<file path="src/rtl/booth_pkg.sv">
// Shared definitions for the Booth product dot-accumulator: FSM encoding,
// default widths and signed range helpers.
package booth_pkg;

  typedef enum logic {
    ST_ACCUM = 1'b0,
    ST_EMIT  = 1'b1
  } state_t;

  localparam int unsigned DEF_PROD_W = 8;
  localparam int unsigned DEF_ACC_W  = 12;
  localparam int unsigned DEF_LEN    = 4;

  function automatic longint smax(input int unsigned w);
    return (longint'(1) <<< (w - 1)) - longint'(1);
  endfunction

  function automatic longint smin(input int unsigned w);
    return -(longint'(1) <<< (w - 1));
  endfunction

endpackage

</file>
<file path="src/rtl/sat_add.sv">
// Combinational signed saturating adder: a (A_W bits) + sext(b) clamped to A_W bits.
module sat_add
  import booth_pkg::*;
#(
  parameter int unsigned A_W = DEF_ACC_W,
  parameter int unsigned B_W = DEF_PROD_W
) (
  input  logic signed [A_W-1:0] a,
  input  logic signed [B_W-1:0] b,
  output logic signed [A_W-1:0] sum,
  output logic                  sat_hit
);

  localparam logic signed [A_W-1:0] MAX = A_W'(smax(A_W));
  localparam logic signed [A_W-1:0] MIN = A_W'(smin(A_W));

  logic signed [A_W:0] wide;

  assign wide = {a[A_W-1], a} + {{(A_W + 1 - B_W){b[B_W-1]}}, b};

  // Out of range exactly when the two top bits of the widened sum disagree.
  always_comb begin
    sat_hit = wide[A_W] ^ wide[A_W-1];
    sum     = wide[A_W-1:0];
    if (sat_hit) sum = wide[A_W] ? MIN : MAX;
  end

endmodule

</file>
<file path="src/rtl/booth_dot_accumulator.sv">
// Accumulates LEN signed products (one per rising edge of prod_valid) with
// saturation and reports one frame sum per completed frame.
module booth_dot_accumulator
  import booth_pkg::*;
#(
  parameter int unsigned PROD_W = DEF_PROD_W,
  parameter int unsigned ACC_W  = DEF_ACC_W,
  parameter int unsigned LEN    = DEF_LEN
) (
  input  logic                           clk,
  input  logic                           reset,
  input  logic                           clear,
  input  logic signed [PROD_W-1:0]       prod,
  input  logic                           prod_valid,
  output logic signed [ACC_W-1:0]        acc_out,
  output logic                           acc_valid,
  output logic                           overflow,
  output logic [$clog2(LEN+1)-1:0]       count
);

  localparam int unsigned CNT_W = $clog2(LEN + 1);

  state_t                  state, state_next;
  logic signed [ACC_W-1:0] acc;
  logic signed [ACC_W-1:0] sum;
  logic                    sat_hit;
  logic                    ovf_int;
  logic                    prev_valid;
  logic                    accept;
  logic                    last;

  sat_add #(.A_W(ACC_W), .B_W(PROD_W)) u_sat_add (
    .a       (acc),
    .b       (prod),
    .sum     (sum),
    .sat_hit (sat_hit)
  );

  assign accept    = prod_valid & ~prev_valid;
  assign last      = (count == CNT_W'(LEN - 1));
  assign acc_valid = (state == ST_EMIT);

  always_comb begin
    state_next = ST_ACCUM;
    if (accept && last && !clear) state_next = ST_EMIT;
  end

  always_ff @(posedge clk) begin
    if (reset) state <= ST_ACCUM;
    else       state <= state_next;
  end

  // prev_valid resets high so a valid held through reset is not an edge.
  always_ff @(posedge clk) begin
    if (reset) begin
      prev_valid <= 1'b1;
      acc        <= '0;
      count      <= '0;
      ovf_int    <= 1'b0;
      acc_out    <= '0;
      overflow   <= 1'b0;
    end else begin
      prev_valid <= prod_valid;
      if (clear) begin
        acc     <= '0;
        count   <= '0;
        ovf_int <= 1'b0;
      end else if (accept) begin
        if (last) begin
          acc_out  <= sum;
          overflow <= ovf_int | sat_hit;
          acc      <= '0;
          count    <= '0;
          ovf_int  <= 1'b0;
        end else begin
          acc     <= sum;
          count   <= count + CNT_W'(1);
          ovf_int <= ovf_int | sat_hit;
        end
      end
    end
  end

endmodule

</file>
<file path="config.mk">
export PLATFORM = sky130hd
export DESIGN_NAME = booth_dot_accumulator
export DESIGN_NICKNAME = d
export VERILOG_FILES = /design/src/rtl/booth_pkg.sv /design/src/rtl/sat_add.sv /design/src/rtl/booth_dot_accumulator.sv
export SDC_FILE = /design/constraint.sdc
export NUM_CORES = 1
export LEC_CHECK = 0
export CORE_AREA = 8 8 57 106
export DETAILED_ROUTE_END_ITERATION = 6
export DIE_AREA = 0 0 65 114
export GPL_TIMING_DRIVEN = 0
export MAX_ROUTING_LAYER = met4
export PLACE_DENSITY = 0.65
export SLEW_MARGIN = 10
export SYNTH_ARGS = -nofsm -noshare
export SYNTH_HDL_FRONTEND = slang
export SYNTH_SLANG_ARGS = --single-unit
</file>
<file path="constraint.sdc">
create_clock -name clk -period 7.9 [get_ports clk]
set_input_delay 1.58 -clock clk [delete_from_list [all_inputs] [get_ports clk]]
set_output_delay 1.58 -clock clk [all_outputs]
set_load 0.1 [all_outputs]
</file>
==> reports/results.txt, run 1 <==
status: complete, no violations
RSZ-0062 raised after global routing: false
LEAKAGE: 0.867 nW
Top delay family on crit path: compound AO/OA/AOI/OAI gates
routed via count: 1825
Req. time, crit path: 8.12 ns
CP Capture Type: register
Post-CTS Setup Inserts: 0
Post-DP Area: 0.00230 mm2
Reg clk slew, reported paths: 0.07 ns
Root Driver: clkbuf_8
max-slew violation count: 0
drt initial violations: 38
Post-Syn Nets: 262
Primary FF master, synth: dfxtp_1
minimum clock period: 4.35 ns
final instance area: 0.00239 mm2
P_int: 249 uW
Via density: 5.62
Final Setup Violations: 0
Comb power frac: 16.8%
TNS Setup: 0 ns
max incr delay on CP: 0.49 ns
type of origin of the critical path: input port
Switch Pwr: 98.6 uW
GRT Util Overall: 15.1%
multi-input logic area: 0.00125 mm2
Synth Register Bits: 31
Max Clk Rate: 0.230 GHz
TritonCTS clock tree: done
Power Density: 146 mW/mm2
CTS sink cnt: 31
Final HPWL DP: 4140 um
post-layout util: 52.0%
Slew HR: 35.0%
Die Y-Extent: 114 um
Worst Tran Pin Value: 0.972 ns
Detail Route Antenna Nets: 0
largest net degree at the start of global routing: 11
asr flop ratio synth: 0%
initial antenna violation count: 0
Synth cell types: 46
Sw Ratio: 28.3%
Core Area: 0.00460 mm2
Routed WL: 5320 um
IO buf count: 27
Initial Util: 42.7%
Peak VDD IR: 0.123 mV
drt pass-1 iters: 4
# fillers: 460
Hold WC Path Type: register to register
clock buffer count from CTS: 5
final hold violations: 0
hold buffers post-CTS: 0
GRT Residual Overflow: 0
Area Growth Syn to Fin: 21.7%
post-CTS sizing: 0
period utilization: 55.0%
row count: 35
Die ar.: 0.00741 mm2
arrival time worst endpoint: 4.56 ns
crit-path max FO: 9
Skew-Pair Late Insertion Delay: 0.29 ns
GPL Wtd Cong: 0.999
wire length per cell: 16.4 um
EDFF count, synth: 0
Avg Inst Size Synth: 8.32 um2
DRC: 0
vias in the first global route: 1778
fraction of layout cells with a size suffix above 1: 9.63%
Clock Tree Buf Depth: 2
WS Path Type: input port to register
H-tree levels: 2
Worst path slowest cell: clkdlybuf4s50_1
Gate Count Post-Synth: 236
Flop pwr share: 45.8%
CP Cell Sequence: clkdlybuf4s50_1 > ha_1 > inv_1 > fa_1 > nand2b_1 > a21oi_2 > a41oi_1 > a21boi_2 > a21oi_1 > o211ai_1
IO Count: 29
sequential share of the synthesized area: 31.6%
MaxCap Viol Count: 0
sequential cell area: 621 um2
Die W: 65 um
synthesized area: 0.00196 mm2
n_diodes: 0
nets@finish: 296
first-pass GRT wire length: 8580 um
WP buf/inv: 2
clock share of power: 37.4%
clock skew: 0.00778 ns
Yosys warnings: 0
-- cell families after synthesis --
family | after synthesis | share of synthesized area (%)
simple gates | 90 | 20.9
compound gates | 77 | 30.7
flops | 31 | 31.6
buf+inv | 18 | 4.78
fa+ha+maj | 14 | 9.31
xor+xnor | 6 | 2.68
-- layout by cell type (no fill, tap or decap), drive strengths merged, types with 2 or more instances in the layout --
master	instances
or2	2
clkbuf	13
and3	2
nor3	3
nand2	28
dfxtp	31
buf	5
nand2b	6
nor2	28
nor2b	2
or3	2
and2	2
o31ai	3
xnor2	6
inv	6
a21oi	20
a211oi	18
ha	13
nand4	2
o211ai	15
clkdlybuf4s50	27
o21ai	7
nand3	12
a21boi	2
-- final cells by class --
class	count	area share [%]
buffer	12	2.98
clock buffer	6	3.46
clock inverter	1	0.209
inverter	6	0.942
multi-input combinational	187	52.3
sequential	31	26.0
tap	55	2.88
timing repair buffer	27	11.3
-- tightest hold or removal path, delay by kind of cell, from the launching register on --
| kind | cells | cell delay (ns) |
|---|---|---|
| AOI/OAI and AO/OA | 1 | 0.03 |
| DFF | 1 | 0.32 |
| and+or+nand+nor | 1 | 0.05 |
-- path summary, 6_finish.rpt --
| kind | startpoint | to | slack [ns] | cells after the start |
|---|---|---|---|---|
| setup / recovery | prod[0] | acc[4] | 3.55 | 10 |
| hold / removal | count[2] | count[2] | 0.44 | 2 |
| setup reg to reg | acc[0] | acc[4] | 5.00 | 9 |
| hold reg to reg | count[2] | count[2] | 0.44 | 2 |
-- per-stage QoR --
step	worst slack [ns]	hold WS [ns]	power (mW)	instances
global route	3.35	0.462	0.362	325
detailed placement	3.25	0.434	0.221	318
finish	3.55	0.445	0.348	325
global placement	3.26	0.434	0.221	318
floorplan	4.31	0.429	0.203	236
CTS	3.54	0.446	0.349	325
-- registers in the layout, indices dropped and copies added (netlist names) --
| signal | cells |
|---|---|
| prev_valid | 1 |
| count | 3 |
| acc_out | 12 |
| ovf_int | 1 |
| acc | 12 |
| overflow | 1 |
| acc_valid | 1 |
-- synth_stat cells, types with 3 or more instances --
cell	instances	area share (%)
a211oi_1	14	5.4
nand3_1	12	3.1
o21ai_0	4	1.0
nand2b_1	6	1.9
xnor2_1	6	2.7
a21oi_1	16	4.1
o21ai_1	3	0.76
ha_1	13	8.3
buf_4	3	1.1
o31ai_1	3	1.1
clkbuf_1	7	1.3
dfxtp_1	31	32
o211ai_1	14	5.4
nor2_1	28	5.4
inv_1	6	1.1
nand2_1	28	5.4
-- layer usage --
metal | vias up | track usage, % | routed length (um)
li1 | 929 | - | -
met4 | 0 | 7.04 | 108
met1 | 855 | 14.6 | 2020
met5 | - | - | 0
met3 | 9 | 2.45 | 227
met2 | 32 | 28.0 | 2970
-- power groups by stage --
stage | Sequential [mW] | Clock [mW] | Combinational [mW]
floorplan | 0.163 | 0 | 0.0398
global placement | 0.163 | 0 | 0.0581
detailed placement | 0.163 | 0 | 0.0581
CTS | 0.159 | 0.132 | 0.0586
global route | 0.159 | 0.138 | 0.0644
finish | 0.159 | 0.130 | 0.0586
No activity file was read; power rests on OpenSTA's default activity.
==> run 2: changes to the inputs <==
--- a/config.mk
+++ b/config.mk
@@ -10,7 +10,7 @@
 export DIE_AREA = 0 0 65 114
 export GPL_TIMING_DRIVEN = 0
 export MAX_ROUTING_LAYER = met4
-export PLACE_DENSITY = 0.65
+export PLACE_DENSITY = 0.67
 export SLEW_MARGIN = 10
 export SYNTH_ARGS = -nofsm -noshare
 export SYNTH_HDL_FRONTEND = slang
==> constraint.sdc (replaced) <==
create_clock -name clk -period 3.9 [get_ports clk]
set_input_delay 0.78 -clock clk [delete_from_list [all_inputs] [get_ports clk]]
set_output_delay 0.78 -clock clk [all_outputs]
set_load 0.1 [all_outputs]
==> run 2 against run 1 <==
Combinational power grew 98%. Largest power group unchanged. Wire length shrank 5.4%. Global-route usage is 0.42 points lower. Via count decreased by 1.3%. Worst setup slack lost 3.2 ns. Highest routed layer unchanged. Cell count increased by 0.31%. Clock power up 120%.
==> reports/results.txt, run 2 (same netlist as run 1, synthesis figures left out) <==
status: complete, no violations
Skew-Pair Late Insertion Delay: 0.28 ns
TNS Setup: 0 ns
max incr delay on CP: 0.47 ns
post-CTS sizing: 0
biggest regs: acc (12), acc_out (12), count (3)
commonest non-fill, non-tap cell in the layout: dfxtp_1
Routed WL: 5030 um
largest net degree at the start of global routing: 11
routed via count: 1802
TritonCTS clock tree: done
Core Area: 0.00460 mm2
most frequent cells in the layout: dfxtp_1 (31), nor2_1 (28), nand2_1 (28)
Die ar.: 0.00741 mm2
Initial Util: 42.7%
Post-CTS Setup Inserts: 0
first-pass GRT wire length: 8460 um
nets@finish: 296
wire length per cell: 15.4 um
Hold WC Path Type: register to register
Clock Tree Buf Depth: 2
initial antenna violation count: 0
Worst Tran Pin Value: 0.983 ns
Final Setup Violations: 0
Comb power frac: 16.1%
Flop pwr share: 44.9%
Reg clk slew, reported paths: 0.07 ns
clock skew: 0.00367 ns
Max Clk Rate: 0.281 GHz
H-tree levels: 2
hold buffers post-CTS: 0
Root Driver: clkbuf_8
final hold violations: 0
n_diodes: 0
Die Y-Extent: 114 um
minimum clock period: 3.56 ns
IO buf count: 27
arrival time worst endpoint: 3.76 ns
Detail Route Antenna Nets: 0
clock buffer count from CTS: 5
LEAKAGE: 0.871 nW
type of origin of the critical path: input port
Worst path slowest cell: clkdlybuf4s50_1
Via density: 5.53
Final HPWL DP: 3970 um
crit-path max FO: 9
Area Growth Syn to Fin: 22.4%
WS Path Type: input port to register
Slew HR: 34.2%
internal reg-to-reg setup slack: 0.99 ns
GRT Util Overall: 14.7%
MaxCap Viol Count: 0
RSZ-0062 raised after global routing: false
Switch Pwr: 190 uW
Power Density: 299 mW/mm2
drt initial violations: 48
drt pass-1 iters: 4
GPL Wtd Cong: 0.946
Req. time, crit path: 4.10 ns
Post-Place Cells: 318
clock share of power: 39.0%
row count: 35
Sw Ratio: 26.5%
CP Cell Sequence: clkdlybuf4s50_1 > ha_1 > inv_1 > fa_1 > nand2b_1 > a21oi_2 > a41oi_1 > a21boi_2 > a21oi_1 > o211ai_1
P_int: 528 uW
fraction of layout cells with a size suffix above 1: 9.59%
period utilization: 91.3%
Peak VDD IR: 0.269 mV
DRC: 0
CP Capture Type: register
Non-Filler Instances: 326
Die W: 65 um
GRT Residual Overflow: 0
max-slew violation count: 0
CTS sink cnt: 31
IO Count: 29
vias in the first global route: 1798
==> run 2: final cells by class <==
type                       count  area (um2)
multi-input combinational    187        1250
clock buffer                   8         100
inverter                       6        22.5
sequential                    31         621
fill                         462        2200
buffer                        12        71.3
timing repair buffer          27         270
tap                           55        68.8
==> run 2: power groups by stage <==
stage	Clock (mW)	Combinational, mW	Sequential, mW
2_1_floorplan	0	0.0806	0.331
3_3_place_gp	0	0.114	0.330
3_5_place_dp	0	0.115	0.330
4_1_cts	0.289	0.116	0.323
5_1_grt	0.301	0.128	0.323
6_report	0.280	0.116	0.323
==> run 2: stage by stage <==
| stage | total power, mW | area [um2] | util [%] | hold slack [ns] | setup slack, ns |
|---|---|---|---|---|---|
| floorplan | 0.412 | 1960 | - | 0.429 | 1.11 |
| global placement | 0.444 | 2300 | 50.1 | 0.432 | 0.179 |
| detailed placement | 0.445 | 2300 | 50.1 | 0.439 | 0.165 |
| CTS | 0.727 | 2400 | 52.2 | 0.448 | 0.390 |
| global route | 0.751 | 2400 | 52.2 | 0.471 | 0.233 |
| finish | 0.718 | 2400 | 52.2 | 0.446 | 0.339 |
==> run 2: layer usage <==
layer  vias to the layer above  track usage, %  wire length (um)
met4                         0            7.77               131
met5                         -               -                 0
met2                        36            26.6              2860
li1                        939               -                 -
met1                       816            13.9              1860
met3                        11            3.04               181
==> run 2: critical path, delay by kind of cell <==
family,cells,cell delay (ns)
compound gates,5,1.54
fa+ha+maj,2,0.68
simple gates,1,0.20
buf+inv,2,0.57
==> run 2: worst paths after layout <==
path,depth (start not counted),endpoint,startpoint
worst max-delay path,10,acc[3],prod[0]
worst min-delay path,2,count[2],count[2]
worst max register to register,9,acc[3],acc[0]
worst min register to register,2,count[2],count[2]
==> run 3: changes to the inputs <==
--- a/config.mk
+++ b/config.mk
@@ -10,7 +10,7 @@
 export DIE_AREA = 0 0 65 114
 export GPL_TIMING_DRIVEN = 0
 export MAX_ROUTING_LAYER = met4
-export PLACE_DENSITY = 0.67
+export PLACE_DENSITY = 0.76
 export SLEW_MARGIN = 10
 export SYNTH_ARGS = -nofsm -noshare
 export SYNTH_HDL_FRONTEND = slang
==> constraint.sdc (replaced) <==
create_clock -name clk -period 4.3 [get_ports clk]
set_input_delay 0.86 -clock clk [delete_from_list [all_inputs] [get_ports clk]]
set_output_delay 0.86 -clock clk [all_outputs]
set_load 0.1 [all_outputs]
==> run 3 against run 2 <==
First-iteration DRC count rose by 48%. Worst setup slack improved by 0.50 ns. Non-clock buffer count did not move. Critical path type unchanged. Highest routed layer unchanged.
==> reports/results.txt, run 3 (same netlist as run 1, synthesis figures left out) <==
GRT Residual Overflow: 0
Via density: 5.67
commonest non-fill, non-tap cell in the layout: dfxtp_1
Post-Place Cells: 318
n_diodes: 0
final hold violations: 0
drt initial violations: 71
Peak VDD IR: 0.250 mV
H-tree levels: 2
IO Count: 29
WS Path Type: input port to register
Final HPWL DP: 3940 um
biggest regs: acc (12), acc_out (12), count (3)
final instance area: 0.00239 mm2
fraction of layout cells with a size suffix above 1: 9.63%
IO buf count: 27
TNS Setup: 0 ns
clock skew: 0.00439 ns
Worst Tran Pin Value: 0.982 ns
Routed WL: 5020 um
arrival time worst endpoint: 3.67 ns
first-pass GRT wire length: 8120 um
hold_sp: count[2]
Max Clk Rate: 0.289 GHz
Die W: 65 um
GPL Wtd Cong: 0.958
routed via count: 1844
Core Area: 0.00460 mm2
Req. time, crit path: 4.50 ns
hold slack: 0.459 ns
post-CTS sizing: 0
MaxCap Viol Count: 0
Power Density: 264 mW/mm2
clock buffer count from CTS: 5
largest net degree at the start of global routing: 11
minimum clock period: 3.46 ns
CP Cell Sequence: clkdlybuf4s50_1 > ha_1 > inv_1 > fa_1 > nand2b_1 > a21oi_2 > a41oi_1 > a21boi_2 > a21oi_1 > o211ai_1
hold buffers post-CTS: 0
max incr delay on CP: 0.47 ns
most frequent cells in the layout: dfxtp_1 (31), nor2_1 (28), nand2_1 (28)
period utilization: 80.5%
Slew HR: 34.3%
Hold WC Path Type: register to register
wire length per cell: 15.4 um
RSZ-0062 raised after global routing: false
nets@finish: 296
crit-path max FO: 9
Die Y-Extent: 114 um
Reg clk slew, reported paths: 0.07 ns
max-slew violation count: 0
Root Driver: clkbuf_8
Die ar.: 0.00741 mm2
vias in the first global route: 1793
sequential cell area: 621 um2
R2R Path Start: acc[0]
initial antenna violation count: 0
Initial Util: 42.7%
type of origin of the critical path: input port
LEAKAGE: 0.867 nW
pre-CTS setup slack: 0.536 ns
Skew-Pair Late Insertion Delay: 0.28 ns
status: complete, no violations
GRT Util Overall: 14.0%
TritonCTS clock tree: done
DRC: 0
CP Capture Type: register
Final Setup Violations: 0
post-layout util: 52.0%
Post-DP Area: 0.00230 mm2
Worst Setup SP: prod[0]
CTS sink cnt: 31
Clock Tree Buf Depth: 2
Area Growth Syn to Fin: 21.7%
multi-input logic area: 0.00125 mm2
row count: 35
Detail Route Antenna Nets: 0
# fillers: 473
Worst path slowest cell: clkdlybuf4s50_1
drt pass-1 iters: 4
Post-CTS Setup Inserts: 0
overall power: 631 uW
final worst slack: 0.839 ns
Non-Filler Instances: 325
-- run 3: layout make-up --
cell class | instances | area share (%)
clock buffers | 6 | 3.46
clock inverters | 1 | 0.209
repair buffers | 27 | 11.3
plain buffers | 12 | 2.98
flip-flops and latches | 31 | 26.0
well taps | 55 | 2.88
multi-input cells | 187 | 52.3
inverters | 6 | 0.942
-- run 3: power by group --
| part | switching [mW] | internal (mW) | total, mW |
|---|---|---|---|
| combinational | 0.0628 | 0.0424 | 0.105 |
| clock | 0.107 | 0.125 | 0.233 |
| sequential | 0.00199 | 0.291 | 0.293 |
| total | 0.172 | 0.458 | 0.631 |
-- run 3: routing by layer --
layer  track usage (%)  share of wire (%)  up-vias
li1                  -                  -      929
met1              12.2                 36      858
met2              26.7                 57       44
met3              3.24                4.4       13
met4              6.89                2.8        0
met5                 -                  0        -
-- run 3: worst paths after layout --
| path | endpoint | slack, ns | depth (start not counted) |
|---|---|---|---|
| setup reg to reg | acc[2] | 1.56 | 9 |
| setup / recovery | acc[2] | 0.84 | 10 |
| hold reg to reg | count[2] | 0.46 | 2 |
| hold / removal | count[2] | 0.46 | 2 |
-- run 3: critical path, delay by kind of cell --
family,cells,cell delay [ns]
simple gates,1,0.19
buf+inv,2,0.56
fa+ha+maj,2,0.65
compound gates,5,1.40
